## src/rtl/packer_pkg.sv

```systemverilog
// Shared types and helpers for the pop packer.
//   state_e    : COLLECT (building a word) / HOLD (word presented downstream)
//   lane_cnt_w : width of the lane counter for a given beat count
package packer_pkg;

  typedef enum logic {
    COLLECT = 1'b0,
    HOLD    = 1'b1
  } state_e;

  // One extra bit over $clog2 so BEATS = 1 still gets a 1-bit counter.
  function automatic int unsigned lane_cnt_w(input int unsigned beats);
    return $clog2(beats) + 1;
  endfunction

endpackage

```

## src/rtl/pop_packer.sv

```systemverilog
// pop_packer: pops DATA_WIDTH beats from an upstream FIFO and packs BEATS of
// them into one wide word, first beat in the lowest lane.
//
// Ports
//   clk          sole clock, rising edge
//   reset        synchronous, active-high
//   pop_valid_i  upstream FIFO holds a beat
//   pop_data_i   upstream beat
//   pop_grant_o  beat is accepted this cycle (when pop_valid_i is high)
//   out_valid_o  packed word available
//   out_data_o   packed word, beat k in lane k
//   out_keep_o   one bit per lane, set when that lane holds data
//   out_ready_i  downstream takes the word
//
// Build option: define PACKER_TIMEOUT_EN to flush a partial word after
// TIMEOUT_CYCLES idle COLLECT cycles. Without it only complete words leave.
//
// state   | meaning
// --------+---------------------------------------------------------
// COLLECT | filling lanes, out_valid_o low
// HOLD    | word presented, data/keep frozen until out_ready_i
module pop_packer
  import packer_pkg::*;
#(
  parameter int DATA_WIDTH     = 8,
  parameter int BEATS          = 4,
  parameter int TIMEOUT_CYCLES = 16
) (
  input  logic                        clk,
  input  logic                        reset,
  input  logic                        pop_valid_i,
  input  logic [DATA_WIDTH-1:0]       pop_data_i,
  output logic                        pop_grant_o,
  output logic                        out_valid_o,
  output logic [DATA_WIDTH*BEATS-1:0] out_data_o,
  output logic [BEATS-1:0]            out_keep_o,
  input  logic                        out_ready_i
);

  localparam int            CW        = lane_cnt_w(BEATS);
  localparam int            OW        = DATA_WIDTH * BEATS;
  localparam logic [CW-1:0] LANE_LAST = CW'(BEATS - 1);

  if (BEATS < 1 || BEATS > 16 || TIMEOUT_CYCLES < 1 || TIMEOUT_CYCLES > 255)
  begin : g_bad_param
    $error("pop_packer: BEATS or TIMEOUT_CYCLES out of range");
  end

  state_e          state_q, state_d;
  logic [CW-1:0]   lane_q, lane_d;
  logic [CW-1:0]   lane_wr;
  logic [OW-1:0]   data_q, data_d;
  logic [BEATS-1:0] keep_q, keep_d;
  logic            accept;
  logic            take;

`ifdef PACKER_TIMEOUT_EN
  localparam logic [7:0] IDLE_LAST = 8'(TIMEOUT_CYCLES - 1);
  logic [7:0] idle_q, idle_d;
`endif

  assign out_valid_o = (state_q == HOLD);
  assign pop_grant_o = !out_valid_o | out_ready_i;
  assign accept      = pop_valid_i & pop_grant_o;
  assign take        = out_valid_o & out_ready_i;
  assign out_data_o  = data_q;
  assign out_keep_o  = keep_q;

  always_comb begin
    state_d = state_q;
    lane_d  = lane_q;
    data_d  = data_q;
    keep_d  = keep_q;
    lane_wr = lane_q;
`ifdef PACKER_TIMEOUT_EN
    idle_d  = '0;
`endif

    // Taking the word clears the lanes first, so a beat accepted in the
    // same cycle lands in lane 0 of a fresh word.
    if (take) begin
      state_d = COLLECT;
      lane_d  = '0;
      data_d  = '0;
      keep_d  = '0;
      lane_wr = '0;
    end

    if (accept) begin
      for (int k = 0; k < BEATS; k++) begin
        if (lane_wr == CW'(k)) begin
          data_d[k*DATA_WIDTH +: DATA_WIDTH] = pop_data_i;
          keep_d[k]                          = 1'b1;
        end
      end
      if (lane_wr == LANE_LAST) begin
        lane_d  = '0;
        state_d = HOLD;
      end else begin
        lane_d = lane_wr + 1'b1;
      end
    end
`ifdef PACKER_TIMEOUT_EN
    // Idle count only runs on a partial word; an accepted beat wins over
    // expiry because this branch is skipped whenever accept is high.
    else if (state_q == COLLECT && lane_q != '0) begin
      if (idle_q == IDLE_LAST) begin
        state_d = HOLD;
        lane_d  = '0;
      end else begin
        idle_d = idle_q + 1'b1;
      end
    end
`endif
  end

  always_ff @(posedge clk) begin
    if (reset) begin
      state_q <= COLLECT;
      lane_q  <= '0;
      data_q  <= '0;
      keep_q  <= '0;
`ifdef PACKER_TIMEOUT_EN
      idle_q  <= '0;
`endif
    end else begin
      state_q <= state_d;
      lane_q  <= lane_d;
      data_q  <= data_d;
      keep_q  <= keep_d;
`ifdef PACKER_TIMEOUT_EN
      idle_q  <= idle_d;
`endif
    end
  end

endmodule

```

## config.mk

```make
export PLATFORM = sky130hd
export DESIGN_NAME = pop_packer
export DESIGN_NICKNAME = d
export VERILOG_FILES = /design/src/rtl/packer_pkg.sv /design/src/rtl/pop_packer.sv
export SDC_FILE = /design/constraint.sdc
export NUM_CORES = 1
export LEC_CHECK = 0
export CAP_MARGIN = 20
export CORE_UTILIZATION = 43
export CTS_BUF_LIST = sky130_fd_sc_hd__clkbuf_8
export DETAILED_ROUTE_END_ITERATION = 16
export PLACE_DENSITY = 0.8
export SYNTH_ARGS = -nofsm -noshare
export SYNTH_HDL_FRONTEND = slang
export SYNTH_SLANG_ARGS = --single-unit
```

## constraint.sdc

```tcl
create_clock -name clk -period 1.4 [get_ports clk]
set_input_delay 0.14 -clock clk [delete_from_list [all_inputs] [get_ports clk]]
set_output_delay 0.14 -clock clk [all_outputs]
set_load 0.02 [all_outputs]
```

Yosys cells after proc, flatten, opt, wreduce, memory -nomap -nowiden:

Index checks and enable logic that the tools add are counted.

* $add $sub $neg: 1
* eq/ne operators: 3
* mux-type cells: 18
* bitwise logic cells: 3
* reduce and logical (&&, ||, !) cells: 2

Operators with widths (count)
* $mux 32: 2
* $mux 8: 4
* $mux 3: 3
* $mux 4: 2
* $mux 1: 7
* $eq 3x2->1 const B: 2
* $add 3x1->3 const B: 1
* $eq 3x1->1 const B: 1
* $logic_not 3->1: 1
* $and 1x1->1: 2
* $logic_not 1->1: 1
* $or 1x1->1: 1

* bits in registers: 40
* bits of input ports: 12
* output and inout bits: 38
* word-level logic and storage cells: 31

Longest topological paths before layout:

* depth in word-level cells: 5
* mapped depth: 7
* depth with buffers taken out: 6

Least setup slack after synthesis:

Ideal clock, no wire load.

* path type: reg-to-reg
* start: register state_q (netlist: out_valid_o)
* end: register data_q[16] (netlist: out_data_o[16])
* setup time: 72 ps
* arrival: 1552 ps
* setup slack: -224 ps
* cell stages (with the launch flop): 8
* buffers on the path: 1
* cell sequence: dfxtp_1 > nand2_1 > nand2_1 > inv_1 > ha_1 > nand4_1 > buf_2 > mux2i_1

* word-level cells in the longest chain between the ends: 5
* elaborated cells on any way between the ends: 9
* those cells by class: eq/ne: 1; mux: 4; bitwise: 3; reduce/logical: 1

Ends and longest elaborated chain
* start: declaration: RTL line pop_packer.sv:49 `state_e state_q, state_d;`
* start signal: assignment: RTL line pop_packer.sv:127 `state_q <= state_d;`
* $and 1x1->1: RTL line pop_packer.sv:65 `assign take = out_valid_o & out_ready_i;`
* $mux 3: RTL line pop_packer.sv:81 `if (take) begin`
* $eq 3x2->1: RTL line pop_packer.sv:91 `if (lane_wr == CW'(k)) begin`
* $mux 8: RTL line pop_packer.sv:91
* $mux 32 (*): RTL line pop_packer.sv:89 `if (accept) begin`
* end signal: assignment: RTL line pop_packer.sv:129 `data_q <= data_d;`
* end: declaration: RTL line pop_packer.sv:52 `logic [OW-1:0] data_q, data_d;`

Every way passes the cells marked *; elsewhere a longest branch is shown, timed or not.
A chain may end at the register's enable or synchronous reset.

Worst setup path in the final report:

* start: register state_q (netlist: out_valid_o)
* end: register data_q[20] (netlist: out_data_o[20])

The elaborated chain is that of the path after synthesis.

==> results.toml <==
[hold_path]
worstHoldPathType = "input pin to flop"
min_delay_path_depth = 5
hold_start = "out_ready_i"
worst_hold_path.endpoint = "out_keep_o[0]"

[detailed_routing]
ant_nets = 0
wl_per_cell_um = 15.1
drt_pass1_iterations = 4
avgViaCountPerCell = 4.87
dr.first_iter.drc_count = 63
post-route-drc-count = 0
vias = 1291
total_length_of_routed_wires_um = 3990

[critical_path]
worst_ep_arrival_time_ns = 1.62
cp-start-kind = "flop"
ff2ff_setup_slack_ns = 0.007
worst-path-max-fanout = 8
timing.critical_path.to_type = "flop"
crit_path_start = "out_valid_o"
crit_required_ns = 1.63
critical_path.reg2reg.startpoint = "out_valid_o"
endpoint_of_the_worst_slack_reg_to_reg_timing_path = "out_data_o[20]"
reg2regPathDepth = 5
worst-setup-path-type = "flop to flop"

[timing]
number_of_slew_limit_violations_in_the_final_report = 0
rsz0062_at_grt = "yes"
max_clock_freq_ghz = 0.718
final-setup-viol-count = 0
worst_slew_margin_rel = 0.836
fin_setup_tns_ns = 0
period_share = 0.995
worst_clock_skew_ns = 0.00882
whs_ns = 0.451
tightest_slew_ns = 0.246
report.final.hold_viol_count = 0
min_period_ns = 1.39

[synth]
ys_seq_elements = 40
synth_top_family_by_area = "multiplexers"
synth.avg_cell_area_um2 = 10.2
postSynthCellCount = 153
synthXorXnorAreaFrac = 0
synth.area.mux_share = 0.204
synth_compound_gate_area_share = 0.0495
yosys.cell_types.count = 19
synth-adder-area-share = 0.0160
synth_fp_nets = 167
synth_area_mm2 = 0.00157
synth_sequential_area_ratio = 0.511
synthSimpleGateAreaFrac = 0.183
yosys_warnings = 0

[pwr]
totalPowerFinal_mw = 2.53
cellPowerDensity_mw_per_mm2 = 1020
ir_worst_vdd_uv = 705
p_leak_nw = 1.55

[finish]
drive_gt1_frac = 0.196
final_cell_mix = "37 x nand2_1, 37 x dfxtp_1, 32 x mux2i_1, 28 x dlymetal6s2s_1"
layout.area.seq_um2 = 807
antenna_cells = 0
finalNetCount = 232
fillCellCount = 241
multi_input_area_um2 = 754
flow.area_growth_from_synthesis_pct = 58.5

[floorplanning]
ioPinCount = 50
initial_core_util = 0.459
core_mm2 = 0.00342
vert_die_dim_um = 62.4
placement_rows = 21
die_width_um = 62.4
design.die.area_mm2 = 0.00389

[clock_network]
clk_path_buf_depth = 2
cts_htree_levels = 2
clock_sink_count = 40
clock_slew_seen_by_the_registers_of_the_worst_setup_and_hold_paths_ns = 0.08
tritoncts.num_buffers = 5
worstSkewPairLatency_ns = 0.29
clock-root-buffer = "clkbuf_8"
tritoncts = "yes"

[placed_design]
dp.final_hpwl_um = 2680
place_congestion = 0.862
io_buffer_count = 49

[status]
outcome = "complete, no violations"

[global_routing]
grt_util_all_layers = 0.202
grt-ovfl-total = 0
antenna_found_initial = 0
grt_pass1_vias = 1308
grt_pass1_wl_um = 6130
maximum_number_of_pins_on_one_net_before_global_route_repair = 25

[flow_run]
drv_cap = 0
-- cell families (layout without fill, tap and decap cells) --
| group | Yosys count | count (layout) |
|---|---|---|
| simple gates | 57 | 57 |
| flops | 40 | 40 |
| mux | 32 | 32 |
| compound gates | 12 | 12 |
| buf+inv | 10 | 76 |
| fa+ha+maj | 2 | 2 |
-- sequential cells by signal, indices dropped and copies added (netlist names) --
name         count
out_valid_o      1
out_keep_o       4
lane_q           3
out_data_o      32
-- final cells by class --
cell class / count / area share
flip-flops and latches: 40 / 0.325
clock buffers: 5 / 0.0277
multi-input cells: 103 / 0.304
inverters: 1 / 0.00151
repair buffers: 67 / 0.300
well taps: 46 / 0.0232
clock inverters: 3 / 0.0186
-- synth_stat cells --
cell | n | area [um^2]
inv_1 | 1 | 3.75
a21o_2 | 1 | 8.76
clkbuf_1 | 4 | 15.0
nand4_1 | 2 | 12.5
or4_2 | 1 | 8.76
a21bo_2 | 2 | 20.0
buf_2 | 3 | 15.0
buf_6 | 2 | 22.5
dfxtp_1 | 40 | 801
nand2b_1 | 10 | 62.6
nand2_1 | 39 | 146
nand3_1 | 2 | 10.0
ha_1 | 2 | 25.0
a21oi_1 | 8 | 40.0
nand2_4 | 1 | 11.3
or4b_4 | 1 | 13.8
a41oi_1 | 1 | 8.76
nor4_4 | 1 | 21.3
mux2i_1 | 32 | 320
-- per-stage QoR --
stage | utilization | setup slack [ns] | instance area (um^2) | instances
2_1_floorplan | - | 0.00266 | 1570 | 153
3_3_place_gp | 0.649 | -0.231 | 2220 | 254
3_5_place_dp | 0.649 | -0.286 | 2220 | 254
4_1_cts | 0.680 | 0.000416 | 2320 | 262
5_1_grt | 0.727 | -0.0428 | 2480 | 265
6_report | 0.727 | 0.00747 | 2480 | 265
-- power by group --
part / switching (mW) / internal [mW]
Combinational: 0.178 / 0.187
Clock: 0.420 / 0.537
Sequential: 0.0258 / 1.18
Total: 0.624 / 1.90
-- layer usage --
| layer | GRT usage | vias up | share of wire |
|---|---|---|---|
| met5 | 0 | - | 0 |
| met4 | 0.0349 | 0 | 0.0090 |
| met3 | 0.0699 | 7 | 0.055 |
| met2 | 0.360 | 45 | 0.52 |
| met1 | 0.236 | 593 | 0.42 |
| li1 | - | 646 | - |
-- worst max path at each step --
stage | endpoint | slack [ns]
detailed placement | out_data_o[19] | -0.29
floorplan | out_data_o[16] | 0.003
global placement | out_data_o[26] | -0.23
CTS | out_data_o[8] | 0.0004
finish | out_data_o[20] | 0.007
global route | out_data_o[2] | -0.04
-- what timing repair did --
action | CTS | global route
resized for setup | 9 | 41
pin swaps | 0 | 3
setup endpoints to repair | 11 | 44
setup buffers | 0 | 2
hold buffers | 0 | 0
gates cloned | 0 | 1
-- worst max-delay path: stages, from the launching register on --
cell and delay, ns:
dfxtp_4 0.38, a21bo_4 0.24, ha_4 0.15, nand4_1 0.19, clkbuf_16 0.20, mux2i_1 0.17
Note: power is estimated with default switching activity, not from simulation.
